===== config.mk =====
export PLATFORM = sky130hd
export DESIGN_NAME = sdram_line_xfer
export DESIGN_NICKNAME = d
export VERILOG_FILES = /design/src/rtl/sdram_line_xfer.sv
export SDC_FILE = /design/constraint.sdc
export NUM_CORES = 1
export LEC_CHECK = 0
export BUFFER_PORTS_ARGS = -buffer_cell sky130_fd_sc_hd__buf_4
export CAP_MARGIN = 10
export CORE_ASPECT_RATIO = 1.25
export CORE_MARGIN = 10
export CORE_UTILIZATION = 41
export CTS_BUF_LIST = sky130_fd_sc_hd__clkbuf_4
export DETAILED_ROUTE_END_ITERATION = 10
export GPL_ROUTABILITY_DRIVEN = 0
export PLACE_DENSITY = 0.79
export SYNTH_ARGS = -nofsm -noshare
export SYNTH_HDL_FRONTEND = slang
export SYNTH_SLANG_ARGS = --single-unit

===== constraint.sdc =====
create_clock -name clk_i -period 2.2 [get_ports clk_i]
set_input_delay 0.33 -clock clk_i [delete_from_list [all_inputs] [get_ports clk_i]]
set_output_delay 0.33 -clock clk_i [all_outputs]
set_load 0.005 [all_outputs]

===== src/rtl/sdram_line_xfer.sv =====
// Line-transfer Wishbone master to req/ready + rvalid SDRAM request bridge.
// Optional macro LINE_PREFETCH_EN: read lines issue all beats up front and ack from a return buffer.
module sdram_line_xfer #(
    parameter int AWIDTH = 25,
    parameter int DWIDTH = 32,
    parameter int BEATS  = 4
) (
    input  logic              clk_i,
    input  logic              rst_i,
    input  logic              s_cyc,
    input  logic              s_stb,
    input  logic              s_we,
    input  logic [AWIDTH-1:0] s_adr,
    input  logic [DWIDTH-1:0] s_dat_i,
    output logic [DWIDTH-1:0] s_dat_o,
    output logic              s_ack,
    output logic              m_req,
    output logic              m_we,
    output logic [AWIDTH-1:0] m_adr,
    output logic [DWIDTH-1:0] m_dat_o,
    input  logic              m_ready,
    input  logic              m_rvalid,
    input  logic [DWIDTH-1:0] m_dat_i,
    output logic              busy_o
);
    localparam int BW = $clog2(BEATS);
    localparam int OW = BW + 1;
    localparam logic [BW-1:0] LAST = BW'(BEATS - 1);

    typedef enum logic [2:0] {IDLE, CMD, WAIT, ACK, DONE, DRAIN, PF} state_t;

    state_t            state_q, state_d;
    logic [BW-1:0]     beat_q, beat_d;
    logic [OW-1:0]     out_q, out_d;
    logic [AWIDTH-1:0] base_q, base_d;
    logic              dir_q, dir_d;
    logic [DWIDTH-1:0] dat_q, dat_d;
    logic [BW-1:0]     req_beat;
    logic              pf_req, ack_pf, issue, ret;

`ifdef LINE_PREFETCH_EN
    logic [OW-1:0]     iss_q, iss_d;
    logic [BW-1:0]     ridx_q, ridx_d;
    logic [BEATS-1:0]  vld_q, vld_d;
    logic [DWIDTH-1:0] buf_q [BEATS];
    logic [DWIDTH-1:0] buf_d [BEATS];
    logic              pf_ack_q, pf_ack_d;

    assign pf_req   = (state_q == PF) & (iss_q < OW'(BEATS));
    assign req_beat = (state_q == PF) ? iss_q[BW-1:0] : beat_q;
    assign ack_pf   = pf_ack_q;
`else
    assign pf_req   = 1'b0;
    assign req_beat = beat_q;
    assign ack_pf   = 1'b0;
`endif

    // Request is gated by s_cyc so an abort withdraws it in the same cycle.
    assign m_req   = s_cyc & ((state_q == CMD) | pf_req);
    assign m_we    = m_req & dir_q;
    assign m_adr   = m_req ? {base_q[AWIDTH-1:BW], req_beat} : '0;
    assign m_dat_o = (m_req & dir_q) ? s_dat_i : '0;
    assign s_ack   = s_cyc & ((state_q == ACK) | ack_pf);
    assign s_dat_o = dat_q;
    assign busy_o  = (state_q != IDLE);
    assign issue   = m_req & m_ready & ~dir_q;
    assign ret     = m_rvalid & (out_q != '0);

    always_comb begin
        state_d = state_q;
        beat_d  = beat_q;
        base_d  = base_q;
        dir_d   = dir_q;
        dat_d   = dat_q;
        out_d   = out_q + OW'(issue) - OW'(ret);
`ifdef LINE_PREFETCH_EN
        iss_d    = iss_q;
        ridx_d   = ridx_q;
        vld_d    = vld_q;
        buf_d    = buf_q;
        pf_ack_d = 1'b0;
`endif
        case (state_q)
            IDLE: if (s_cyc & s_stb) begin
                base_d  = {s_adr[AWIDTH-1:BW], {BW{1'b0}}};
                dir_d   = s_we;
                beat_d  = '0;
                state_d = CMD;
`ifdef LINE_PREFETCH_EN
                iss_d  = '0;
                ridx_d = '0;
                vld_d  = '0;
                if (!s_we) state_d = PF;
`endif
            end
            CMD: begin
                if (!s_cyc)       state_d = DRAIN;
                else if (m_ready) state_d = dir_q ? ACK : WAIT;
            end
            WAIT: begin
                if (!s_cyc) state_d = DRAIN;
                else if (ret) begin
                    dat_d   = m_dat_i;
                    state_d = ACK;
                end
            end
            ACK: begin
                if (!s_cyc)              state_d = DRAIN;
                else if (beat_q == LAST) state_d = DONE;
                else begin
                    beat_d  = beat_q + BW'(1);
                    state_d = CMD;
                end
            end
            DONE:  if (!s_cyc) state_d = IDLE;
            DRAIN: if (out_q == '0) state_d = IDLE;
`ifdef LINE_PREFETCH_EN
            PF: begin
                if (!s_cyc) begin
                    state_d = DRAIN;
                    vld_d   = '0;
                end else begin
                    if (issue) iss_d = iss_q + OW'(1);
                    // Returns arrive in order, so the return count is the buffer index.
                    if (ret) begin
                        buf_d[ridx_q] = m_dat_i;
                        vld_d[ridx_q] = 1'b1;
                        ridx_d        = ridx_q + BW'(1);
                    end
                    if (vld_q[beat_q]) begin
                        dat_d         = buf_q[beat_q];
                        pf_ack_d      = 1'b1;
                        vld_d[beat_q] = 1'b0;
                        if (beat_q == LAST) state_d = DONE;
                        else                beat_d  = beat_q + BW'(1);
                    end
                end
            end
`endif
            default: state_d = IDLE;
        endcase
    end

    always_ff @(posedge clk_i or posedge rst_i) begin
        if (rst_i) begin
            state_q <= IDLE;
            beat_q  <= '0;
            out_q   <= '0;
            base_q  <= '0;
            dir_q   <= 1'b0;
            dat_q   <= '0;
        end else begin
            state_q <= state_d;
            beat_q  <= beat_d;
            out_q   <= out_d;
            base_q  <= base_d;
            dir_q   <= dir_d;
            dat_q   <= dat_d;
        end
    end

`ifdef LINE_PREFETCH_EN
    always_ff @(posedge clk_i or posedge rst_i) begin
        if (rst_i) begin
            iss_q    <= '0;
            ridx_q   <= '0;
            vld_q    <= '0;
            pf_ack_q <= 1'b0;
            for (int i = 0; i < BEATS; i++) buf_q[i] <= '0;
        end else begin
            iss_q    <= iss_d;
            ridx_q   <= ridx_d;
            vld_q    <= vld_d;
            pf_ack_q <= pf_ack_d;
            buf_q    <= buf_d;
        end
    end
`endif
endmodule

==> results of run 1 <==
[routing by layer]
layer  vias to the layer above  wire length (µm)  GRT usage
li1                       1264                 -          -
met1                      1288              3610      0.161
met2                       138              4790      0.253
met3                        15              1170     0.0816
met4                         0               168     0.0601
met5                         -                 0          0
[registers in the layout, summed over array words and instances (netlist names)]
name and count:
beat_q 2, state_q 3, base_q 23, out_q 3, s_dat_o 32, dir_q 1
[timing repair]
item                                   in CTS  in global routing
gates cloned                                0                  2
hold buffers                                1                  0
endpoints found under the hold margin      20                  0
resized for setup                           2                  3
pin swaps                                   0                  4
setup endpoints to repair                  58                 56
buffers inserted                            0                  1
[where the power goes]
part	leakage, nW	switching, W	internal, W
Sequential	0.825	0.000270	0.00168
Clock	0.0704	0.000396	0.000361
Combinational	1.86	0.000801	0.00135
Total	2.75	0.00147	0.00339
[through the flow]
stage | cells | power (W) | setup slack (ns) | util | instance area [µm²]
2_1_floorplan | 251 | 0.00309 | -0.144 | - | 3220
3_3_place_gp | 526 | 0.00397 | 0.139 | 0.609 | 4690
3_5_place_dp | 526 | 0.00405 | 0.0745 | 0.609 | 4690
4_1_cts | 542 | 0.00484 | -0.00324 | 0.628 | 4840
5_1_grt | 545 | 0.00523 | -0.0662 | 0.638 | 4910
6_report | 545 | 0.00486 | 0.0791 | 0.638 | 4910
[cells by family after synthesis]
logic type / Yosys count
buffers and inverters: 25
XOR/XNOR: 2
AO/OA/AOI/OAI: 18
multiplexers: 56
flip-flops: 64
AND/OR/NAND/NOR: 82
adder cells (fa/ha/maj): 4
[layout make-up]
cell class              count  area [µm²]
clock buffers              11        82.6
clock inverters             4        46.3
fillers                   632        2790
inverters                   7        26.3
well taps                  95         119
repair buffers            202        1580
flip-flops and latches     64        1600
multi-input cells         162        1460
[path summary, 6_finish.rpt]
path	endpoint	startpoint	cells past startpoint	slack, ns
max in group asynchronous	s_dat_o[16]	rst_i	4	0.94
hold reg to reg	s_dat_o[12]	s_dat_o[12]	1	0.50
setup / recovery	m_dat_o[5]	state_q[2]	5	0.08
min in group asynchronous	s_dat_o[0]	rst_i	3	0.50
setup reg to reg	out_q[2]	state_q[2]	9	0.08
hold / removal	s_dat_o[10]	m_dat_i[10]	2	0.15
[layout by cell type, fill, tap and decap left out, types with 2 or more instances in the layout]
cell,count
a21oi_1,5
buf_12,2
dfrtp_1,64
mux2_2,31
and3_1,32
a31oi_1,2
mux2_1,5
ha_1,3
mux2_4,20
o211ai_1,2
nor2_1,7
buf_4,197
clkbuf_16,2
nor2b_1,2
o21ai_0,5
and2_1,27
clkbuf_4,11
nand3b_1,2
nand2_1,2
inv_1,6
==> results.py, run 1 <==
metrics = {
    "outcome": {
        "outcome": "finished clean",
    },
    "sta": {
        "hold-worst-slack_ns": 0.147,
        "maxSlewHeadroom": 0.610,
        "finalClockSkew_ns": 0.0143,
        "slew_violations": 0,
        "timing.fmax_mhz": 471,
        "fin_crit_ns": 2.12,
        "min_period_over_period": 0.964,
        "max_slew.worst_pin.slew_ns": 0.584,
        "setup_viol_count_final": 0,
        "rsz0062_at_grt": "true",
        "hold_violations": 0,
        "fin_setup_tns_ns": 0,
    },
    "floorplan": {
        "core_um2": 7700,
        "initial_core_util": 0.417,
        "dieArea_um2": 11800,
        "rows": 36,
        "pin_count": 189,
        "die_w_um": 99.1,
        "die_height_um": 119,
    },
    "yosys": {
        "ys.warnings.count": 0,
        "synthMuxAreaShare": 0.220,
        "synth_edf_count": 0,
        "synth_fa_ha_area_frac": 0.0179,
        "synth-xor-area-share": 0.00546,
        "yosysMostFrequentCell": "dfrtp_1",
        "synth_compound_area_frac": 0.0355,
        "yosys_register_bits": 64,
        "synthArstFlopShare": 1.00,
        "syn-cell-area_um2": 3210,
        "yosys.cell_types.count": 35,
        "synthFlopType": "dfrtp_1",
        "synthCells": 251,
        "synth_top_area_frac": 0.499,
        "synth_top_family_by_area": "multiplexers",
        "synth.largest_area_cell": "dfrtp_1",
        "syn-num-nets": 351,
        "synth_common_cells": "dfrtp_1, and3_1, mux2_2",
        "ys_seq_area_frac": 0.499,
        "synth_area_leaders": "dfrtp_1, mux2_2, mux2_4",
        "synth-simple-area-share": 0.171,
        "syn_avg_cell_area_um2": 12.8,
    },
    "routing": {
        "vias": 2705,
        "vias_per_cell": 4.96,
        "drtPass1Iterations": 4,
        "ant_nets": 0,
        "drtIter0Drc": 62,
        "wl_mm": 9.73,
        "wl_per_cell_um": 17.8,
        "drc": 0,
    },
    "worst_setup_path": {
        "cpMostUsedCell": "buf_4",
        "cpLargestDelayFamily": "buffers and inverters",
        "cpPeakStageDelay_ns": 0.42,
        "end_kind": "output pin",
        "crit_chain": "nor4b_4, buf_4, clkbuf_16, and3_1, buf_4",
        "crit_path_max_fanout": 29,
        "critPathSlowestCell": "dfrtp_1",
        "path_class": "reg -> out",
        "required_ns": 1.87,
        "worst-path-buf-inv": 3,
        "critPathLaunchType": "register",
        "arrival_ns": 1.79,
    },
    "cts": {
        "cts_tree": "built",
        "root_buffer": "clkbuf_4",
        "clock_sinks": 64,
        "clock_latency_ns": 0.39,
        "cts_max_level": 3,
        "path_clk_slew_ns": 0.10,
        "cts_buffers": 9,
        "clock_path_buffers": 2,
    },
    "placed_design": {
        "hpwl_mm": 7.46,
        "portBuffers": 186,
    },
    "global_route": {
        "grt_pass1_vias": 2839,
        "track_usage": 0.154,
        "grt_pass1_wl_mm": 14.7,
        "grt_max_degree": 60,
        "antenna_found_initial": 0,
        "grt.overflow.total": 0,
    },
    "power": {
        "powerDensity_nw_per_um2": 990,
        "ir_drop_v": 0.000674,
        "total_leakage_power_nw": 2.75,
    },
    "finish": {
        "fin_nets": 546,
        "synthToLayoutAreaGrowth_pct": 53.1,
        "layout-drive-gt1-share": 0.613,
        "diodes": 0,
    },
    "hold_path": {
        "hold_class": "in -> reg",
    },
    "flow_run": {
        "drv_cap": 0,
    },
}
No activity file was read; power rests on OpenSTA's default activity.
==> run 2: changes to the inputs <==
--- a/config.mk
+++ b/config.mk
@@ -9,11 +9,11 @@
 export CAP_MARGIN = 10
 export CORE_ASPECT_RATIO = 1.25
 export CORE_MARGIN = 10
-export CORE_UTILIZATION = 41
+export CORE_UTILIZATION = 39
 export CTS_BUF_LIST = sky130_fd_sc_hd__clkbuf_4
 export DETAILED_ROUTE_END_ITERATION = 10
 export GPL_ROUTABILITY_DRIVEN = 0
-export PLACE_DENSITY = 0.79
+export PLACE_DENSITY = 0.76
 export SYNTH_ARGS = -nofsm -noshare
 export SYNTH_HDL_FRONTEND = slang
 export SYNTH_SLANG_ARGS = --single-unit
==> run 2 against run 1 <==
Net effect: via count decreased by 1.6%; sequential cell count unchanged; die area increased by 4.2%; critical path depth increased by 4.
==> results.py, run 2 (same netlist as run 1, synthesis figures left out) <==
metrics = {
    "worst_setup_path": {
        "required_ns": 2.48,
        "crit_path_max_fanout": 2,
        "regToRegEndpoint": "out_q[2]",
        "arrival_ns": 2.44,
        "ff2ff_path_depth": 9,
        "reg2reg_from": "state_q[2]",
        "end_kind": "register",
        "critPathLaunchType": "register",
        "r2r_slack_ns": 0.04,
        "path_class": "reg -> reg",
    },
    "finish": {
        "diodes": 0,
        "final_common_cell": "buf_4",
        "utilization": 0.614,
        "largest_register_ffs": 32,
        "fin_nets": 542,
        "layout_common_cells": "buf_4, dfrtp_1, mux2_2",
        "final_cell_area_um2": 4870,
        "layout-drive-gt1-share": 0.616,
        "n_fill_cell": 661,
        "synthToLayoutAreaGrowth_pct": 51.7,
    },
    "routing": {
        "route.met2.wl_mm": 5.07,
        "wl_met3_mm": 1.37,
        "vias_per_cell": 4.93,
        "ant_nets": 0,
        "dr.max_layer_used": "met4",
        "wl_per_cell_um": 18.6,
        "vias": 2662,
        "drt-met1-wl_mm": 3.47,
        "drc": 0,
        "drtIter0Drc": 64,
        "wl_mm": 10.0,
        "drtPass1Iterations": 4,
    },
    "global_route": {
        "grt_pass1_vias": 2816,
        "grt.overflow.total": 0,
        "grt_max_degree": 60,
        "track_usage": 0.158,
        "antenna_found_initial": 0,
        "grt_pass1_wl_mm": 15.4,
    },
    "power": {
        "powerDensity_nw_per_um2": 1000,
        "total_power_w": 0.00488,
        "total_leakage_power_nw": 2.72,
        "ir_drop_v": 0.000642,
    },
    "cts": {
        "path_clk_slew_ns": 0.10,
        "root_buffer": "clkbuf_4",
        "cts_max_level": 3,
        "postCtsSetupBuffers": 0,
        "clock_latency_ns": 0.39,
        "cts_buffers": 9,
        "cts_tree": "built",
        "clock_path_buffers": 2,
        "clock_sinks": 64,
    },
    "sta": {
        "rsz0062_at_grt": "true",
        "finalClockSkew_ns": 0.0170,
        "finalWorstSetupSlack_ns": 0.0382,
        "fin_setup_tns_ns": 0,
        "maxSlewHeadroom": 0.614,
        "min_period_over_period": 0.983,
        "timing.fmax_mhz": 463,
        "slew_violations": 0,
        "max_slew.worst_pin.slew_ns": 0.579,
        "setup_viol_count_final": 0,
        "fin_crit_ns": 2.16,
        "hold_violations": 0,
    },
    "floorplan": {
        "rows": 36,
        "die_w_um": 101,
        "dieArea_um2": 12300,
        "pin_count": 189,
        "initial_core_util": 0.405,
        "die_height_um": 121,
        "core_um2": 7930,
    },
    "flow_run": {
        "drv_cap": 0,
    },
    "placed_design": {
        "hpwl_mm": 8.24,
        "portBuffers": 186,
        "placed_cell_area_um2": 4680,
        "place_ws_ns": 0.0963,
    },
    "hold_path": {
        "worstHoldPathCells": 2,
        "hold_class": "in -> reg",
        "min-delay-start": "m_dat_i[15]",
        "hold_path_end": "s_dat_o[15]",
    },
    "outcome": {
        "outcome": "finished clean",
    },
}
[run 2: changes by cell type in the layout (fill, tap and decap cells not counted), sizes merged]
cell / before / now
clkbuf: 13 / 9
clkinv: 2 / 3
buf: 199 / 197
clkinvlp: 1 / 0
bufinv: 1 / 2
[run 2: cell type report]
| class | instances | area, µm² | share of cell area |
|---|---|---|---|
| inverters | 7 | 26.3 | 0.00540 |
| flip-flops and latches | 64 | 1600 | 0.329 |
| clock buffers | 9 | 67.6 | 0.0139 |
| clock inverters | 5 | 73.8 | 0.0152 |
| repair buffers | 198 | 1510 | 0.311 |
| well taps | 95 | 119 | 0.0244 |
| multi-input cells | 162 | 1470 | 0.301 |
[run 2: stage by stage]
| step | hold slack, ns | cells |
|---|---|---|
| finish | 0.152 | 540 |
| global route | 0.0964 | 540 |
| CTS | 0.118 | 540 |
| detailed placement | 0.444 | 525 |
| global placement | 0.433 | 525 |
| floorplan | 0.462 | 251 |
[run 2: timing repair]
item,4_1_cts,5_1_grt
hold buffers,1,0
pin swaps,0,4
endpoints found under the hold margin,11,0
setup endpoints to repair,38,17
resized for setup,2,6
[run 2: per-layer routing]
metal | vias to the layer above | global-route usage
met5 | - | 0
met4 | 0 | 0.0497
met3 | 8 | 0.0900
met2 | 138 | 0.273
met1 | 1259 | 0.155
li1 | 1257 | -
[run 2: how the worst max path moves through the flow]
stage	startpoint	to	cells past startpoint
6_report	state_q[2]	out_q[2]	9
5_1_grt	state_q[2]	out_q[2]	9
4_1_cts	state_q[1]	m_dat_o[17]	4
3_5_place_dp	s_cyc	out_q[2]	11
3_3_place_gp	s_cyc	out_q[2]	11
2_1_floorplan	state_q[1]	out_q[2]	11
[run 2: worst max-delay path, stage by stage, from the launching register on]
cell	delay (ns)
dfrtp_1	0.42
nor4b_4	0.35
nand3b_1	0.14
ha_1	0.29
inv_1	0.06
ha_2	0.16
inv_2	0.04
fa_2	0.34
xnor2_2	0.14
xnor2_1	0.12
[run 2: power breakdown]
part / internal, W / switching, W / total [W]
Sequential: 0.00168 / 0.000273 / 0.00195
Combinational: 0.00131 / 0.000788 / 0.00210
Clock: 0.000442 / 0.000392 / 0.000835
==> run 3: changes to the inputs <==
--- a/config.mk
+++ b/config.mk
@@ -13,7 +13,7 @@
 export CTS_BUF_LIST = sky130_fd_sc_hd__clkbuf_4
 export DETAILED_ROUTE_END_ITERATION = 10
 export GPL_ROUTABILITY_DRIVEN = 0
-export PLACE_DENSITY = 0.76
+export PLACE_DENSITY = 0.78
 export SYNTH_ARGS = -nofsm -noshare
 export SYNTH_HDL_FRONTEND = slang
 export SYNTH_SLANG_ARGS = --single-unit
==> constraint.sdc (replaced) <==
create_clock -name clk_i -period 2.2 [get_ports clk_i]
set_input_delay 0.44 -clock clk_i [delete_from_list [all_inputs] [get_ports clk_i]]
set_output_delay 0.44 -clock clk_i [all_outputs]
set_load 0.005 [all_outputs]
==> run 3 against run 2 <==
Net effect: worst hold slack worse by 0.038 ns; largest power group unchanged; via count grew 2.3%; global-route usage down 0.19 points; sequential power barely moved; clock power shrank 20%; die area unchanged; clock skew shrank 0.0032 ns; routed wire length rose by 4.7%; setup slack worse by 0.068 ns; the run now ends with negative setup slack left; critical endpoint unchanged.
==> results.py, run 3 (same netlist as run 1, synthesis figures left out) <==
metrics = {
    "global_route": {
        "antenna_found_initial": 0,
        "grt.overflow.total": 0,
        "grt_max_degree": 60,
        "grt_pass1_wl_mm": 14.9,
        "grt_pass1_vias": 2721,
        "track_usage": 0.156,
    },
    "worst_setup_path": {
        "required_ns": 2.50,
        "end_kind": "register",
        "crit_path_max_fanout": 2,
        "r2r_slack_ns": -0.03,
        "cpLargestDelayFamily": "adder cells",
        "path_class": "reg -> reg",
        "reg2reg_from": "state_q[2]",
        "worst-path-buf-inv": 3,
        "critPathSlowestCell": "dfrtp_1",
        "crit_chain": "nor4b_4, buf_4, nand3b_1, ha_1, inv_1, ha_1, inv_1, fa_2, xnor2_2, xnor2_1",
        "crit_start": "state_q[2]",
        "critPathLaunchType": "register",
        "arrival_ns": 2.53,
        "cpPeakStageDelay_ns": 0.42,
    },
    "routing": {
        "vias": 2723,
        "drtPass1Iterations": 5,
        "drtIter0Drc": 63,
        "drc": 0,
        "wl_per_cell_um": 19.2,
        "ant_nets": 0,
        "vias_per_cell": 4.97,
        "wl_mm": 10.5,
    },
    "sta": {
        "maxSlewHeadroom": 0.576,
        "min_period_over_period": 1.01,
        "finalWorstSetupSlack_ns": -0.0298,
        "max_slew.worst_pin.slew_ns": 0.635,
        "hold_violations": 0,
        "setup_viol_count_final": 1,
        "rsz0062_at_grt": "true",
        "timing.fmax_mhz": 448,
        "fin_crit_ns": 2.23,
        "slew_violations": 0,
        "finalClockSkew_ns": 0.0138,
    },
    "outcome": {
        "outcome": "complete, but fails checks",
        "violations": "negative setup slack",
    },
    "power": {
        "power_switching_w": 0.00154,
        "ir_drop_v": 0.000546,
        "internal_power_w": 0.00334,
        "powerDensity_nw_per_um2": 980,
        "pwr-share-comb": 0.464,
        "clkPwrFrac": 0.137,
        "total_leakage_power_nw": 2.77,
        "switching_share": 0.316,
        "sequentialPowerShare": 0.399,
        "total_power_w": 0.00488,
    },
    "finish": {
        "layout_common_cells": "buf_4, dfrtp_1, mux2_2",
        "final_common_cell": "buf_4",
        "synthToLayoutAreaGrowth_pct": 55.2,
        "fin_nets": 548,
        "largest_register_ffs": 32,
        "layout-drive-gt1-share": 0.636,
        "diodes": 0,
        "final_cell_area_um2": 4980,
    },
    "floorplan": {
        "initial_core_util": 0.405,
        "die_height_um": 121,
        "core_um2": 7930,
        "pin_count": 189,
        "rows": 36,
        "die_w_um": 101,
        "dieArea_um2": 12300,
    },
    "placed_design": {
        "portBuffers": 186,
        "placed_cell_area_um2": 4700,
        "hpwl_mm": 8.04,
    },
    "cts": {
        "clock_latency_ns": 0.41,
        "cts_buffers": 9,
        "root_buffer": "clkbuf_4",
        "path_clk_slew_ns": 0.12,
        "cts_max_level": 3,
        "clock_path_buffers": 2,
        "cts_tree": "built",
        "clock_sinks": 64,
    },
    "hold_path": {
        "hold_class": "in -> async",
    },
    "flow_run": {
        "drv_cap": 0,
    },
}
-- run 3: cell types whose count changed in the layout (fill, tap and decap cells not counted), sizes merged --
cell | previous run | this run
buf | 197 | 202
bufinv | 2 | 0
clkbuf | 9 | 12
clkinv | 3 | 4
clkinvlp | 0 | 2
dlygate4sd3 | 1 | 0
-- run 3: power groups by stage --
stage	clock [W]	sequential [W]	combinational [W]
2_1_floorplan	0	0.00194	0.00115
3_3_place_gp	0	0.00193	0.00206
3_5_place_dp	0	0.00196	0.00212
4_1_cts	0.000701	0.00194	0.00216
5_1_grt	0.000749	0.00201	0.00245
6_report	0.000669	0.00195	0.00226
-- run 3: what timing repair did --
item / CTS / global route
hold buffers: 0 / 0
cloned: 0 / 4
pin swaps: 0 / 7
endpoints found under the setup margin: 59 / 60
buffers inserted: 0 / 2
resized for setup: 4 / 17
-- run 3: layer usage --
layer	vias to the layer above	track usage	wire length [µm]
met2	147	0.268	5240
met5	-	0	0
li1	1273	-	-
met3	14	0.0883	1280
met1	1289	0.155	3770
met4	0	0.0497	214
-- run 3: worst reg2reg max path, delay by kind of cell (launching register included) --
family / cells / cell delay, ns
fa+ha+maj: 3 / 0.77
simple gates: 2 / 0.38
flops: 1 / 0.42
xor+xnor: 2 / 0.27
buf+inv: 3 / 0.28
-- run 3: final cells by class --
class	count	area (µm²)
Multi-Input combinational cell	162	1480
Clock buffer	10	75.1
Clock inverter	6	36.3
Fill cell	632	2950
Inverter	7	26.3
Sequential cell	64	1600
Timing Repair Buffer	204	1640
Tap cell	95	119
-- run 3: final timing paths --
kind | to | cells past startpoint
max in group asynchronous | base_q[5] | 3
worst min-delay path | base_q[6] | 2
min in group clk_i | s_dat_o[9] | 2
worst max register to register | out_q[2] | 10
worst min register to register | s_dat_o[9] | 1
worst max-delay path | out_q[2] | 10
-- run 3: through the flow --
stage | TNS [ns] | worst slack (ns) | hold slack, ns | utilization | instances
finish | -0.0298 | -0.0298 | 0.113 | 0.628 | 548
global route | -3.50 | -0.127 | 0.131 | 0.628 | 548
CTS | -0.956 | -0.0579 | 0.0947 | 0.610 | 542
detailed placement | -0.0165 | -0.0165 | 0.485 | 0.593 | 526
global placement | 0 | 0.0398 | 0.477 | 0.593 | 526
floorplan | -0.223 | -0.144 | 0.472 | - | 251
